$ cat config.mk
export PLATFORM = sky130hd
export DESIGN_NAME = mipsfpga_ahb_uart_tx_flat
export DESIGN_NICKNAME = d
export VERILOG_FILES = /design/src/rtl/mipsfpga_ahb_uart_tx_pkg.sv /design/src/rtl/mipsfpga_ahb_uart_tx_if.sv /design/src/rtl/mipsfpga_ahb_uart_tx_fifo.sv /design/src/rtl/mipsfpga_ahb_uart_tx.sv /design/src/flat_wrapper.sv
export SDC_FILE = /design/constraint.sdc
export NUM_CORES = 1
export LEC_CHECK = 0
export CORE_MARGIN = 3
export CORE_UTILIZATION = 57
export CTS_CLUSTER_SIZE = 20
export DETAILED_ROUTE_END_ITERATION = 6
export PLACE_DENSITY = 0.81
export SYNTH_ARGS = -nofsm -noshare
export SYNTH_HDL_FRONTEND = slang
export SYNTH_HIERARCHICAL = 1
export SYNTH_SLANG_ARGS = --single-unit
$ cat constraint.sdc
create_clock -name HCLK -period 3.8 [get_ports HCLK]
set_clock_uncertainty 0.05 [all_clocks]
set_input_delay 0.95 -clock HCLK [delete_from_list [all_inputs] [get_ports HCLK]]
set_output_delay 0.95 -clock HCLK [all_outputs]
set_load 0.01 [all_outputs]
$ cat src/rtl/mipsfpga_ahb_uart_tx_pkg.sv
// Shared register map, STATUS bit positions and FSM encoding for the AHB UART transmitter.
package mipsfpga_ahb_uart_tx_pkg;

    // Index of the HSEL line the fabric decoder drives for this slave
    localparam int H_UART_ADDR_Match = 3;

    localparam logic [1:0] UART_TXDATA  = 2'd0;
    localparam logic [1:0] UART_STATUS  = 2'd1;
    localparam logic [1:0] UART_BAUDDIV = 2'd2;

    localparam int ST_FULL    = 0;
    localparam int ST_EMPTY   = 1;
    localparam int ST_BUSY    = 2;
    localparam int ST_OVF     = 3;
    localparam int ST_CNT_LSB = 8;

    typedef enum logic [1:0] {
        S_IDLE,
        S_START,
        S_DATA,
        S_STOP
    } tx_state_t;

    // A programmed divisor of 0 is treated as a one-cycle bit
    function automatic logic [15:0] bit_period(input logic [15:0] div);
        return (div == 16'd0) ? 16'd1 : div;
    endfunction

endpackage

$ cat src/rtl/mipsfpga_ahb_uart_tx_if.sv
// Data-phase-aligned AHB-lite slave signals (address, write strobe and select already delayed).
interface mipsfpga_ahb_uart_tx_if;
    logic [1:0]  HADDR_d;
    logic [31:0] HWDATA;
    logic        HWRITE_d;
    logic        HSEL;
    logic [31:0] HRDATA;

    modport master (output HADDR_d, output HWDATA, output HWRITE_d, output HSEL, input HRDATA);
    modport slave  (input HADDR_d, input HWDATA, input HWRITE_d, input HSEL, output HRDATA);
endinterface

$ cat src/rtl/mipsfpga_ahb_uart_tx_fifo.sv
// Synchronous byte FIFO; push visible in count next cycle, dout is the head (combinational).
// Backpressure: push while full and pop while empty are ignored; caller checks full/empty.
module mipsfpga_ahb_uart_tx_fifo #(
    parameter int DEPTH = 8
) (
    input  logic                     clk,
    input  logic                     rst,
    input  logic                     push,
    input  logic [7:0]               din,
    input  logic                     pop,
    output logic [7:0]               dout,
    output logic                     full,
    output logic                     empty,
    output logic [$clog2(DEPTH):0]   count
);
    localparam int AW = $clog2(DEPTH);
    localparam int CW = AW + 1;

    logic [7:0]    mem [DEPTH];
    logic [AW-1:0] wr_ptr, rd_ptr;
    logic          push_ok, pop_ok;

    assign full    = (count == CW'(DEPTH));
    assign empty   = (count == '0);
    assign push_ok = push & ~full;
    assign pop_ok  = pop & ~empty;
    assign dout    = mem[rd_ptr];

    always_ff @(posedge clk) begin
        if (push_ok) begin
            mem[wr_ptr] <= din;
        end
    end

    // Pointers wrap naturally because DEPTH is a power of two
    always_ff @(posedge clk) begin
        if (rst) begin
            wr_ptr <= '0;
            rd_ptr <= '0;
            count  <= '0;
        end else begin
            if (push_ok) wr_ptr <= wr_ptr + AW'(1);
            if (pop_ok)  rd_ptr <= rd_ptr + AW'(1);
            count <= count + CW'(push_ok) - CW'(pop_ok);
        end
    end
endmodule

$ cat src/rtl/mipsfpga_ahb_uart_tx.sv
// AHB-lite UART transmitter: TX FIFO feeding an 8N1 serialiser; start bit one cycle after a byte lands.
// Backpressure: none on the bus; TXDATA writes while full are dropped and flagged in STATUS.ovf.
module mipsfpga_ahb_uart_tx
    import mipsfpga_ahb_uart_tx_pkg::*;
#(
    parameter int          FIFO_DEPTH = 8,
    parameter logic [15:0] DIV_RESET  = 16'd434
) (
    input  logic                  HCLK,
    input  logic                  HRESET,
    mipsfpga_ahb_uart_tx_if.slave bus,
    output logic                  UART_TX,
    output logic                  TX_IRQ
);
    localparam int CW = $clog2(FIFO_DEPTH) + 1;

    logic          wr, push, full, empty, pop, load_cnt, shift, tx_nxt, tick, ovf;
    logic [CW-1:0] count, count_nxt;
    logic [7:0]    fifo_dout, shreg;
    logic [15:0]   baud_div, baud_cnt;
    logic [2:0]    bit_idx;
    logic [31:0]   status;
    tx_state_t     state, state_nxt;
    logic          unused_hwdata;

    assign wr            = bus.HSEL & bus.HWRITE_d;
    assign push          = wr && (bus.HADDR_d == UART_TXDATA);
    assign tick          = (baud_cnt == 16'd0);
    assign count_nxt     = count + CW'(push & ~full) - CW'(pop);
    assign unused_hwdata = ^bus.HWDATA[31:16];

    mipsfpga_ahb_uart_tx_fifo #(.DEPTH(FIFO_DEPTH)) u_fifo (
        .clk   (HCLK),
        .rst   (HRESET),
        .push  (push),
        .din   (bus.HWDATA[7:0]),
        .pop   (pop),
        .dout  (fifo_dout),
        .full  (full),
        .empty (empty),
        .count (count)
    );

    // Full is judged at the start of the cycle, so a same-cycle pop never rescues a push
    always_ff @(posedge HCLK) begin
        if (HRESET) begin
            baud_div <= DIV_RESET;
            ovf      <= 1'b0;
        end else begin
            if (wr && bus.HADDR_d == UART_BAUDDIV) baud_div <= bus.HWDATA[15:0];
            if (push && full) begin
                ovf <= 1'b1;
            end else if (wr && bus.HADDR_d == UART_STATUS && bus.HWDATA[ST_OVF]) begin
                ovf <= 1'b0;
            end
        end
    end

    always_comb begin
        status                    = '0;
        status[ST_FULL]           = full;
        status[ST_EMPTY]          = empty;
        status[ST_BUSY]           = (state != S_IDLE);
        status[ST_OVF]            = ovf;
        status[ST_CNT_LSB +: 8]   = 8'(count);
    end

    always_comb begin
        bus.HRDATA = '0;
        if (bus.HSEL) begin
            case (bus.HADDR_d)
                UART_STATUS:  bus.HRDATA = status;
                UART_BAUDDIV: bus.HRDATA = {16'd0, baud_div};
                default:      bus.HRDATA = '0;
            endcase
        end
    end

    always_ff @(posedge HCLK) begin
        if (HRESET) state <= S_IDLE;
        else        state <= state_nxt;
    end

    always_comb begin
        state_nxt = state;
        case (state)
            S_IDLE:  if (!empty)                     state_nxt = S_START;
            S_START: if (tick)                       state_nxt = S_DATA;
            S_DATA:  if (tick && bit_idx == 3'd7)    state_nxt = S_STOP;
            S_STOP:  if (tick)                       state_nxt = empty ? S_IDLE : S_START;
            default:                                 state_nxt = S_IDLE;
        endcase
    end

    // shreg is pre-shifted, so shreg[0] always holds the next data bit to drive
    always_comb begin
        pop      = 1'b0;
        load_cnt = 1'b0;
        shift    = 1'b0;
        tx_nxt   = UART_TX;
        case (state)
            S_IDLE: begin
                if (!empty) begin
                    pop      = 1'b1;
                    load_cnt = 1'b1;
                    tx_nxt   = 1'b0;
                end
            end
            S_START: begin
                if (tick) begin
                    load_cnt = 1'b1;
                    shift    = 1'b1;
                    tx_nxt   = shreg[0];
                end
            end
            S_DATA: begin
                if (tick) begin
                    load_cnt = 1'b1;
                    if (bit_idx == 3'd7) begin
                        tx_nxt = 1'b1;
                    end else begin
                        shift  = 1'b1;
                        tx_nxt = shreg[0];
                    end
                end
            end
            S_STOP: begin
                if (tick) begin
                    load_cnt = 1'b1;
                    if (!empty) begin
                        pop    = 1'b1;
                        tx_nxt = 1'b0;
                    end
                end
            end
            default: tx_nxt = 1'b1;
        endcase
    end

    // Divisor is sampled only at reload, so a mid-bit BAUDDIV write leaves the current bit intact
    always_ff @(posedge HCLK) begin
        if (HRESET) begin
            UART_TX  <= 1'b1;
            TX_IRQ   <= 1'b1;
            shreg    <= '0;
            bit_idx  <= '0;
            baud_cnt <= '0;
        end else begin
            UART_TX <= tx_nxt;
            TX_IRQ  <= (state_nxt == S_IDLE) && (count_nxt == '0);
            if (pop)        shreg <= fifo_dout;
            else if (shift) shreg <= {1'b0, shreg[7:1]};
            if (state == S_START && tick)     bit_idx <= 3'd0;
            else if (state == S_DATA && tick) bit_idx <= bit_idx + 3'd1;
            if (load_cnt)                baud_cnt <= bit_period(baud_div) - 16'd1;
            else if (baud_cnt != 16'd0)  baud_cnt <= baud_cnt - 16'd1;
        end
    end
endmodule

$ cat src/flat_wrapper.sv
// flat-port wrapper written by rule: the top's interface ports become plain ports
module mipsfpga_ahb_uart_tx_flat import mipsfpga_ahb_uart_tx_pkg::*;
#(
    parameter int          FIFO_DEPTH = 8,
    parameter logic [15:0] DIV_RESET  = 16'd434
)
  (HCLK, HRESET, UART_TX, TX_IRQ, bus_HADDR_d, bus_HWDATA, bus_HWRITE_d, bus_HSEL, bus_HRDATA);
  mipsfpga_ahb_uart_tx_if bus_i ();
  input  logic HCLK;
  input  logic HRESET;
  output logic UART_TX;
  output logic TX_IRQ;
  input wire logic [$bits(bus_i.HADDR_d)-1:0] bus_HADDR_d;
  input wire logic [$bits(bus_i.HWDATA)-1:0] bus_HWDATA;
  input wire logic [$bits(bus_i.HWRITE_d)-1:0] bus_HWRITE_d;
  input wire logic [$bits(bus_i.HSEL)-1:0] bus_HSEL;
  output wire logic [$bits(bus_i.HRDATA)-1:0] bus_HRDATA;
  assign bus_i.HADDR_d = bus_HADDR_d;
  assign bus_i.HWDATA = bus_HWDATA;
  assign bus_i.HWRITE_d = bus_HWRITE_d;
  assign bus_i.HSEL = bus_HSEL;
  assign bus_HRDATA = bus_i.HRDATA;
  mipsfpga_ahb_uart_tx #(.FIFO_DEPTH(FIFO_DEPTH), .DIV_RESET(DIV_RESET)) u_core (.HCLK(HCLK), .HRESET(HRESET), .bus(bus_i), .UART_TX(UART_TX), .TX_IRQ(TX_IRQ));
endmodule
==> results of run 1 <==
==> registers in the layout, summed over array words and instances, names as in the netlist, named ones only <==
register,count
u_core/TX_IRQ,1
u_core/UART_TX,1
u_core/baud_cnt,16
u_core/baud_div,16
u_core/bit_idx,3
u_core/ovf,1
u_core/shreg,8
u_core/state,2
u_core/u_fifo/count,4
u_core/u_fifo/mem,64
u_core/u_fifo/rd_ptr,3
u_core/u_fifo/wr_ptr,3
==> metrics by stage <==
step | setup WS (ns) | util [%] | hold WS [ns] | cell area [sq um] | total power, mW
3_5_place_dp | 0.1528 | 63.34 | 0.3864 | 6897 | 3.817
6_report | 0.1406 | 68.65 | 0.3952 | 7475 | 5.445
4_1_cts | 0.1155 | 68.59 | 0.3938 | 7468 | 5.413
2_1_floorplan | 0.4220 | - | 0.4078 | 6446 | 3.369
5_1_grt | 0.005174 | 68.65 | 0.4144 | 7475 | 5.751
3_3_place_gp | 0.1572 | 63.34 | 0.3883 | 6897 | 3.726
==> worst max-delay path, cell delays in order, from the launching register on <==
cell	delay, ns
dfxtp_1	0.35
inv_1	0.12
ha_1	0.16
or3b_2	0.50
inv_1	0.23
a22oi_1	0.12
nor2_1	0.11
clkdlybuf4s50_1	0.55
==> power breakdown <==
| group | internal (mW) | total (mW) | switching, mW |
|---|---|---|---|
| clock network | 0.961 | 1.56 | 0.603 |
| logic | 0.980 | 2.17 | 1.19 |
| registers | 1.57 | 1.72 | 0.145 |
==> placed cells by master (no fill, tap or decap), types with 11 or more instances in the layout <==
cell	count
inv_1	19
ha_1	21
a22oi_1	11
clkdlybuf4s50_1	39
mux2_2	13
buf_4	26
dfxtp_1	61
mux2i_1	20
a21oi_1	25
and3_1	11
mux4_1	15
clkbuf_16	16
conb_1	16
nor2_1	44
nand2_1	56
edfxtp_1	64
==> repair_timing <==
| action | CTS | global route |
|---|---|---|
| hold buffers | 0 | 0 |
| endpoints found under the setup margin | 0 | 1 |
| gates resized for setup | 0 | 1 |
==> worst max-delay path by stage <==
stage / start / end / slack, ns / cells past startpoint
global route: u_core/baud_cnt[8]$_SDFFE_PP0P_ / u_core/TX_IRQ$_SDFF_PP1_ / 0.005 / 14
detailed placement: bus_HADDR_d[1] / bus_HRDATA[2] / 0.15 / 6
floorplan: u_core/u_fifo/count[2]$_SDFF_PP0_ / u_core/baud_cnt[12]$_SDFFE_PP0P_ / 0.42 / 17
CTS: u_core/baud_cnt[8]$_SDFFE_PP0P_ / u_core/TX_IRQ$_SDFF_PP1_ / 0.12 / 14
global placement: bus_HADDR_d[0] / bus_HRDATA[2] / 0.16 / 6
finish: u_core/u_fifo/count[2]$_SDFF_PP0_ / bus_HRDATA[0] / 0.14 / 7
==> final cells by class <==
class	count	area share, %
Sequential cell	125	42.05
Multi-Input combinational cell	385	38.90
Timing Repair Buffer	66	8.102
Clock buffer	21	5.875
Tap cell	140	2.343
Clock inverter	11	1.774
Inverter	19	0.9541
==> routing by layer <==
metal | track usage [%] | up-vias
li1 | - | 2148
met1 | 30.53 | 2243
met2 | 41.05 | 187
met3 | 6.576 | 29
met4 | 8.110 | 0
met5 | 0 | -
==> cells by family after synthesis <==
| family | count (synthesis) | share of synthesized area [%] |
|---|---|---|
| compound gates | 96 | 10.44 |
| xor+xnor | 12 | 1.645 |
| fa+ha+maj | 23 | 4.739 |
| buf+inv | 67 | 6.286 |
| flops | 125 | 49.19 |
| mux | 50 | 12.18 |
| other cells | 1 | 0.05869 |
| simple gates | 188 | 15.47 |
==> impl_metrics.env, run 1 <==
export IMPL_portBuffers=39
export IMPL_finalCritPeriodShare_pct=96.30
export IMPL_grt_pass1_vias=4637
export IMPL_reg2regPathDepth=14
export IMPL_hold_viol_final=0
export IMPL_cts_sinks=125
export IMPL_cts_path_max_buffers=2
export IMPL_n_fill_cell=766
export IMPL_cts_root_buf="clkbuf_8"
export IMPL_die_h_microns=111.9
export IMPL_status="finished clean"
export IMPL_arrival_ns=2.66
export IMPL_worstPathMaxFanout=7
export IMPL_drt_wl_total_mm=14.68
export IMPL_clkTransAtPathRegs_ns=0.06
export IMPL_totalNegativeSetupSlack_ns=0
export IMPL_hold_path_end="u_core/UART_TX$_SDFFE_PP1P_"
export IMPL_post_synth_top_area_cell="edfxtp_1"
export IMPL_grt_usage_pct=24.35
export IMPL_layout_nets=675
export IMPL_final_cells=767
export IMPL_reg2reg_slack_ns=0.17
export IMPL_setup_viol=0
export IMPL_initial_core_util_pct=58.69
export IMPL_yosysSeqAreaShare_pct=49.19
export IMPL_place_hpwl_mm=9.709
export IMPL_first_pass_iters=6
export IMPL_crit_required_ns=2.80
export IMPL_ant_nets=0
export IMPL_hold_path_startpoint="u_core/UART_TX$_SDFFE_PP1P_"
export IMPL_synth_top_area_share_pct=30.08
export IMPL_syn_cell_area_sq_um=6390
export IMPL_syn_inst=562
export IMPL_rsz0062_at_grt="false"
export IMPL_fp_row_count=38
export IMPL_power_density_nw_per_um2=728.4
export IMPL_synthDistinctLibCells=75
export IMPL_seq_area_sq_um=3143
export IMPL_tightest_slew_ns=0.9328
export IMPL_syn_avg_cell_area_sq_um=11.37
export IMPL_crit_type="reg -> out"
export IMPL_die_area_sq_um=12520
export IMPL_synth_ff_type="edfxtp_1"
export IMPL_drv_slew=0
export IMPL_post_cts_buffers=0
export IMPL_wl_met3_mm=1.183
export IMPL_route_met2_wl_mm=7.447
export IMPL_top_layer="met4"
export IMPL_yosys_top_cells_area="edfxtp_1 30%, dfxtp_1 19%, mux4_1 6.2%"
export IMPL_die_w_microns=111.9
export IMPL_grt_antenna_before_repair=0
export IMPL_yosys_warnings=6
export IMPL_dp_cells=735
export IMPL_area_growth_syn_to_layout_pct=16.98
export IMPL_numCtsBuffers=17
export IMPL_overflow=0
export IMPL_first_iter_violations=468
export IMPL_max_vdd_ir_drop_mv=0.4566
export IMPL_ctsHtreeMaxLevel=4
export IMPL_timing_rr_start="u_core/baud_cnt[8]$_SDFFE_PP0P_"
export IMPL_synth_edf_count=64
export IMPL_end_kind="output pin"
export IMPL_drc=0
export IMPL_insertedDiodeCount=0
export IMPL_grt_max_degree=44
export IMPL_hold_class="reg -> reg"
export IMPL_synth_common_cells="64 x edfxtp_1, 61 x dfxtp_1, 56 x nand2_1"
export IMPL_startpoint_type="register"
export IMPL_place_gp_congestion=0.9133
export IMPL_vias=4607
export IMPL_core_area_sq_um=10890
export IMPL_period_needed_ns=3.659
export IMPL_routedLengthMet1_mm=5.807
export IMPL_multiInputGateArea_sq_um=2908
export IMPL_cts_tree="done"
export IMPL_wl_per_cell_microns=19.14
export IMPL_timing_rr_end="u_core/TX_IRQ$_SDFF_PP1_"
export IMPL_leakagePower_nw=2.797
export IMPL_routed_via_density=6.007
export IMPL_drv_cap=0
export IMPL_drive_above_1_share_pct=14.67
export IMPL_yosys_register_bits=125
export IMPL_synthArstFlopShare_pct=0
export IMPL_hold_depth=2
export IMPL_insertion_delay_ns=0.52
export IMPL_slew_headroom_pct=37.73
export IMPL_ios=72
export IMPL_grt_first_pass_wirelength_mm=23.93
export IMPL_fmax_mhz=273.3
export IMPL_yosysMostFrequentCell="edfxtp_1"
No activity file was read; power rests on OpenSTA's default activity.
==> run 2: changes to the inputs <==
--- a/config.mk
+++ b/config.mk
@@ -6,10 +6,10 @@
 export NUM_CORES = 1
 export LEC_CHECK = 0
 export CORE_MARGIN = 3
-export CORE_UTILIZATION = 57
+export CORE_UTILIZATION = 61
 export CTS_CLUSTER_SIZE = 20
 export DETAILED_ROUTE_END_ITERATION = 6
-export PLACE_DENSITY = 0.81
+export PLACE_DENSITY = 0.86
 export SYNTH_ARGS = -nofsm -noshare
 export SYNTH_HDL_FRONTEND = slang
 export SYNTH_HIERARCHICAL = 1
==> constraint.sdc (replaced) <==
create_clock -name HCLK -period 4.3 [get_ports HCLK]
set_clock_uncertainty 0.05 [all_clocks]
set_input_delay 1.075 -clock HCLK [delete_from_list [all_inputs] [get_ports HCLK]]
set_output_delay 1.075 -clock HCLK [all_outputs]
set_load 0.01 [all_outputs]
==> impl_metrics.env, run 2 (synthesis gave the netlist of run 1 again) <==
export IMPL_drc=0
export IMPL_overflow=0
export IMPL_reg2regPathDepth=13
export IMPL_period_needed_ns=4.095
export IMPL_routed_via_density=6.357
export IMPL_cts_resized_gates=0
export IMPL_setup_viol=0
export IMPL_initial_core_util_pct=63.90
export IMPL_hold_class="reg -> reg"
export IMPL_cts_sinks=125
export IMPL_seq_area_sq_um=3143
export IMPL_fp_row_count=36
export IMPL_numCtsBuffers=17
export IMPL_finalInstanceArea_sq_um=7391
export IMPL_grt_first_pass_wirelength_mm=24.32
export IMPL_place_hpwl_mm=10.07
export IMPL_die_w_microns=108.4
export IMPL_insertedDiodeCount=0
export IMPL_finalCritPeriodShare_pct=95.22
export IMPL_rsz0062_at_grt="false"
export IMPL_grt_antenna_before_repair=1
export IMPL_power_density_nw_per_um2=651.6
export IMPL_largest_reg_flops=64
export IMPL_ant_nets=0
export IMPL_grt_usage_pct=27.77
export IMPL_max_vdd_ir_drop_mv=0.4322
export IMPL_end_kind="output pin"
export IMPL_grt_pass1_vias=4667
export IMPL_n_fill_cell=653
export IMPL_arrival_ns=2.97
export IMPL_seq_power_share_pct=32.0
export IMPL_fmax_mhz=244.2
export IMPL_insertion_delay_ns=0.53
export IMPL_leakagePower_nw=2.745
export IMPL_reg_top3="u_core/u_fifo/mem (64), u_core/baud_cnt (16), u_core/baud_div (16)"
export IMPL_worstPathMaxFanout=18
export IMPL_portBuffers=39
export IMPL_largest_register="u_core/u_fifo/mem"
export IMPL_cts_tree="done"
export IMPL_post_cts_buffers=0
export IMPL_slew_headroom_pct=35.02
export IMPL_drv_cap=0
export IMPL_drive_above_1_share_pct=13.33
export IMPL_tightest_slew_ns=0.9734
export IMPL_internal_power_mw=3.091
export IMPL_hold_depth=2
export IMPL_multiInputGateArea_sq_um=2902
export IMPL_core_area_sq_um=10000
export IMPL_cts_path_max_buffers=2
export IMPL_crit_type="in -> out"
export IMPL_die_h_microns=108.4
export IMPL_clkTransAtPathRegs_ns=0.06
export IMPL_cts_root_buf="clkbuf_8"
export IMPL_p_comb_share_pct=38.4
export IMPL_layout_commonest_cell="edfxtp_1"
export IMPL_drt_wl_total_mm=15.32
export IMPL_ios=72
export IMPL_wl_per_cell_microns=20.48
export IMPL_first_pass_iters=6
export IMPL_crit_required_ns=3.17
export IMPL_p_sw_mw=1.725
export IMPL_status="finished clean"
export IMPL_layout_nets=663
export IMPL_ctsHtreeMaxLevel=4
export IMPL_hold_viol_final=0
export IMPL_vias=4755
export IMPL_clkPwrFrac_pct=29.6
export IMPL_switching_share_pct=35.81
export IMPL_startpoint_type="primary input"
export IMPL_cts_hold_buf=0
export IMPL_dpl_cell_area_sq_um=6785
export IMPL_drv_slew=0
export IMPL_first_iter_violations=511
export IMPL_place_gp_congestion=0.8960
export IMPL_totalNegativeSetupSlack_ns=0
export IMPL_grt_max_degree=31
export IMPL_area_growth_syn_to_layout_pct=15.66
export IMPL_final_cell_mix="64 x edfxtp_1, 61 x dfxtp_1, 56 x nand2_1"
export IMPL_die_area_sq_um=11740
==> run 2: power by group through the flow <==
stage | sequential, mW | combinational, mW | clock [mW]
floorplan | 1.49 | 1.48 | 0
global placement | 1.54 | 1.69 | 0
detailed placement | 1.55 | 1.78 | 0
CTS | 1.53 | 1.81 | 1.44
global route | 1.55 | 2.02 | 1.49
finish | 1.54 | 1.85 | 1.43
==> run 2: worst max-delay path: stages <==
cell             delay (ns)
clkdlybuf4s50_1        0.43
inv_1                  0.09
ha_1                   0.51
a22oi_1                0.17
nor2_1                 0.13
clkdlybuf4s50_1        0.56
==> run 2: worst paths after layout <==
check	from	slack, ns	to
setup / recovery	bus_HADDR_d[0]	0.21	bus_HRDATA[3]
hold / removal	u_core/UART_TX$_SDFFE_PP1P_	0.38	u_core/UART_TX$_SDFFE_PP1P_
setup reg to reg	u_core/baud_cnt[8]$_SDFFE_PP0P_	0.51	u_core/TX_IRQ$_SDFF_PP1_
hold reg to reg	u_core/UART_TX$_SDFFE_PP1P_	0.38	u_core/UART_TX$_SDFFE_PP1P_
==> run 2: final cells by class <==
cell class	instances	area share, %
timing repair buffer	54	6.805
clock inverter	10	1.337
multi-input combinational	385	39.26
tap	133	2.252
sequential	125	42.53
clock buffer	22	6.856
inverter	19	0.9650
==> run 2: per-stage QoR <==
step	power [mW]	hold WS, ns	cells	utilization, %	setup slack [ns]
2_1_floorplan	2.977	0.4078	577	-	0.9220
3_3_place_gp	3.237	0.3845	716	67.86	0.2978
3_5_place_dp	3.334	0.3796	716	67.86	0.2294
4_1_cts	4.777	0.3877	748	73.91	0.2287
5_1_grt	5.058	0.4042	748	73.91	0.06828
6_report	4.816	0.3831	748	73.91	0.2054
==> run 2: metal layers <==
| metal | GRT usage, % | wire, microns |
|---|---|---|
| met5 | 0 | 15 |
| met4 | 10.19 | 389 |
| met3 | 7.761 | 1382 |
| met2 | 43.56 | 7190 |
| met1 | 37.20 | 6337 |
==> run 3: changes to the inputs <==
--- a/config.mk
+++ b/config.mk
@@ -5,6 +5,7 @@
 export SDC_FILE = /design/constraint.sdc
 export NUM_CORES = 1
 export LEC_CHECK = 0
+export CAP_MARGIN = 20
 export CORE_MARGIN = 3
 export CORE_UTILIZATION = 61
 export CTS_CLUSTER_SIZE = 20
==> constraint.sdc (replaced) <==
create_clock -name HCLK -period 5.2 [get_ports HCLK]
set_clock_uncertainty 0.05 [all_clocks]
set_input_delay 1.3 -clock HCLK [delete_from_list [all_inputs] [get_ports HCLK]]
set_output_delay 1.3 -clock HCLK [all_outputs]
set_load 0.01 [all_outputs]
==> impl_metrics.env, run 3 (synthesis gave the netlist of run 1 again) <==
export IMPL_setup_viol=0
export IMPL_area_growth_syn_to_layout_pct=14.49
export IMPL_ant_nets=0
export IMPL_first_iter_violations=425
export IMPL_path_depth=6
export IMPL_cts_root_buf="clkbuf_8"
export IMPL_timing_rr_start="u_core/baud_cnt[2]$_SDFFE_PP0P_"
export IMPL_drc=0
export IMPL_insertion_delay_ns=0.53
export IMPL_cts_resized_gates=0
export IMPL_multiInputGateArea_sq_um=2902
export IMPL_worstPathCellList="clkdlybuf4s50_1 -> inv_1 -> ha_1 -> a22oi_1 -> nor2_1 -> clkdlybuf4s50_1"
export IMPL_tightest_slew_ns=0.9276
export IMPL_final_cell_mix="64 x edfxtp_1, 61 x dfxtp_1, 56 x nand2_1"
export IMPL_timing_rr_end="u_core/TX_IRQ$_SDFF_PP1_"
export IMPL_crit_required_ns=3.85
export IMPL_grt_pass1_vias=4668
export IMPL_cp_common_cell="clkdlybuf4s50_1"
export IMPL_layout_nets=655
export IMPL_postLayoutCoreUtil_pct=73.16
export IMPL_crit_family="buffers and inverters"
export IMPL_arrival_ns=3.25
export IMPL_drv_slew=0
export IMPL_seq_area_sq_um=3143
export IMPL_post_cts_buffers=0
export IMPL_cts_tree="done"
export IMPL_drive_above_1_share_pct=12.19
export IMPL_critPathSlowestCell="clkdlybuf4s50_1"
export IMPL_status="finished clean"
export IMPL_totalNegativeSetupSlack_ns=0
export IMPL_reg2reg_slack_ns=0.83
export IMPL_drv_cap=0
export IMPL_grt_max_degree=39
export IMPL_end_kind="output pin"
export IMPL_startpoint_type="primary input"
export IMPL_fmax_mhz=217.4
export IMPL_overflow=0
export IMPL_cp_slowest_stage_delay_ns=0.58
export IMPL_rsz0062_at_grt="false"
export IMPL_finalCritPeriodShare_pct=88.47
export IMPL_die_area_sq_um=11740
export IMPL_cts_sinks=125
export IMPL_largest_register="u_core/u_fifo/mem"
export IMPL_routed_via_density=6.232
export IMPL_fp_row_count=36
export IMPL_reg2regPathDepth=13
export IMPL_crit_type="in -> out"
export IMPL_n_fill_cell=638
export IMPL_crit_end="bus_HRDATA[9]"
export IMPL_portBuffers=39
export IMPL_wl_per_cell_microns=20.08
export IMPL_cts_hold_buf=0
export IMPL_clkTransAtPathRegs_ns=0.06
export IMPL_max_vdd_ir_drop_mv=0.3654
export IMPL_ctsHtreeMaxLevel=4
export IMPL_initial_core_util_pct=63.90
export IMPL_vias=4612
export IMPL_insertedDiodeCount=0
export IMPL_worstPathMaxFanout=18
export IMPL_grt_antenna_before_repair=0
export IMPL_power_density_nw_per_um2=538.9
export IMPL_largest_reg_flops=64
export IMPL_numCtsBuffers=17
export IMPL_cts_path_max_buffers=2
export IMPL_hold_viol_final=0
export IMPL_layout_commonest_cell="edfxtp_1"
export IMPL_path_buf_inv=3
export IMPL_period_needed_ns=4.601
export IMPL_grt_usage_pct=27.16
export IMPL_hold_class="reg -> reg"
export IMPL_die_h_microns=108.4
export IMPL_first_pass_iters=6
export IMPL_drt_wl_total_mm=14.86
export IMPL_whs_ns=0.3932
export IMPL_place_hpwl_mm=9.679
export IMPL_startpoint="bus_HADDR_d[0]"
export IMPL_slew_headroom_pct=38.07
export IMPL_place_gp_congestion=0.8980
export IMPL_leakagePower_nw=2.711
export IMPL_die_w_microns=108.4
export IMPL_ios=72
export IMPL_grt_first_pass_wirelength_mm=23.95
export IMPL_reg_top3="u_core/u_fifo/mem (64), u_core/baud_cnt (16), u_core/baud_div (16)"
export IMPL_core_area_sq_um=10000
-- run 3: final cells by class --
| class | instances | share of cell area [%] |
|---|---|---|
| Tap cell | 133 | 2.275 |
| Timing Repair Buffer | 46 | 6.054 |
| Multi-Input combinational cell | 385 | 39.66 |
| Clock inverter | 14 | 2.223 |
| Sequential cell | 125 | 42.96 |
| Inverter | 19 | 0.9749 |
| Clock buffer | 18 | 5.849 |
-- run 3: report_power, final --
group | total, mW | leakage [nW] | switching, mW | internal [mW]
registers | 1.27 | 1.07 | 0.123 | 1.15
logic | 1.49 | 1.34 | 0.871 | 0.618
clock network | 1.18 | 0.298 | 0.440 | 0.744
total | 3.94 | 2.71 | 1.43 | 2.51
-- run 3: tightest hold or removal path: stages (launching register included) --
cell     delay [ns]
dfxtp_1        0.31
nand2_1        0.05
nand2_1        0.04
-- run 3: metrics by stage --
stage / total power, mW / std cells / instance area (sq um) / setup WS [ns]
global route: 4.142 / 740 / 7316 / 0.4709
global placement: 2.618 / 708 / 6725 / 0.7213
detailed placement: 2.698 / 708 / 6725 / 0.6162
floorplan: 2.462 / 577 / 6446 / 1.593
finish: 3.942 / 740 / 7316 / 0.5994
CTS: 3.914 / 740 / 7316 / 0.6053
-- run 3: metal layers --
metal  wire, microns  up-vias  global-route usage, %
li1                -     2112                      -
met1            6046     2221                  34.93
met2            7130      238                  44.09
met3            1256       41                  6.507
met4             427        0                  11.90
met5               0        -                      0
-- run 3: worst min-delay path by stage --
stage | start | end | slack, ns | depth (start not counted)
floorplan | u_core/baud_div[14]$_SDFFE_PP0P_ | u_core/baud_div[14]$_SDFFE_PP0P_ | 0.41 | 2
global placement | u_core/UART_TX$_SDFFE_PP1P_ | u_core/UART_TX$_SDFFE_PP1P_ | 0.39 | 2
detailed placement | u_core/UART_TX$_SDFFE_PP1P_ | u_core/UART_TX$_SDFFE_PP1P_ | 0.39 | 2
CTS | u_core/UART_TX$_SDFFE_PP1P_ | u_core/UART_TX$_SDFFE_PP1P_ | 0.40 | 2
global route | u_core/UART_TX$_SDFFE_PP1P_ | u_core/UART_TX$_SDFFE_PP1P_ | 0.44 | 2
finish | u_core/UART_TX$_SDFFE_PP1P_ | u_core/UART_TX$_SDFFE_PP1P_ | 0.39 | 2
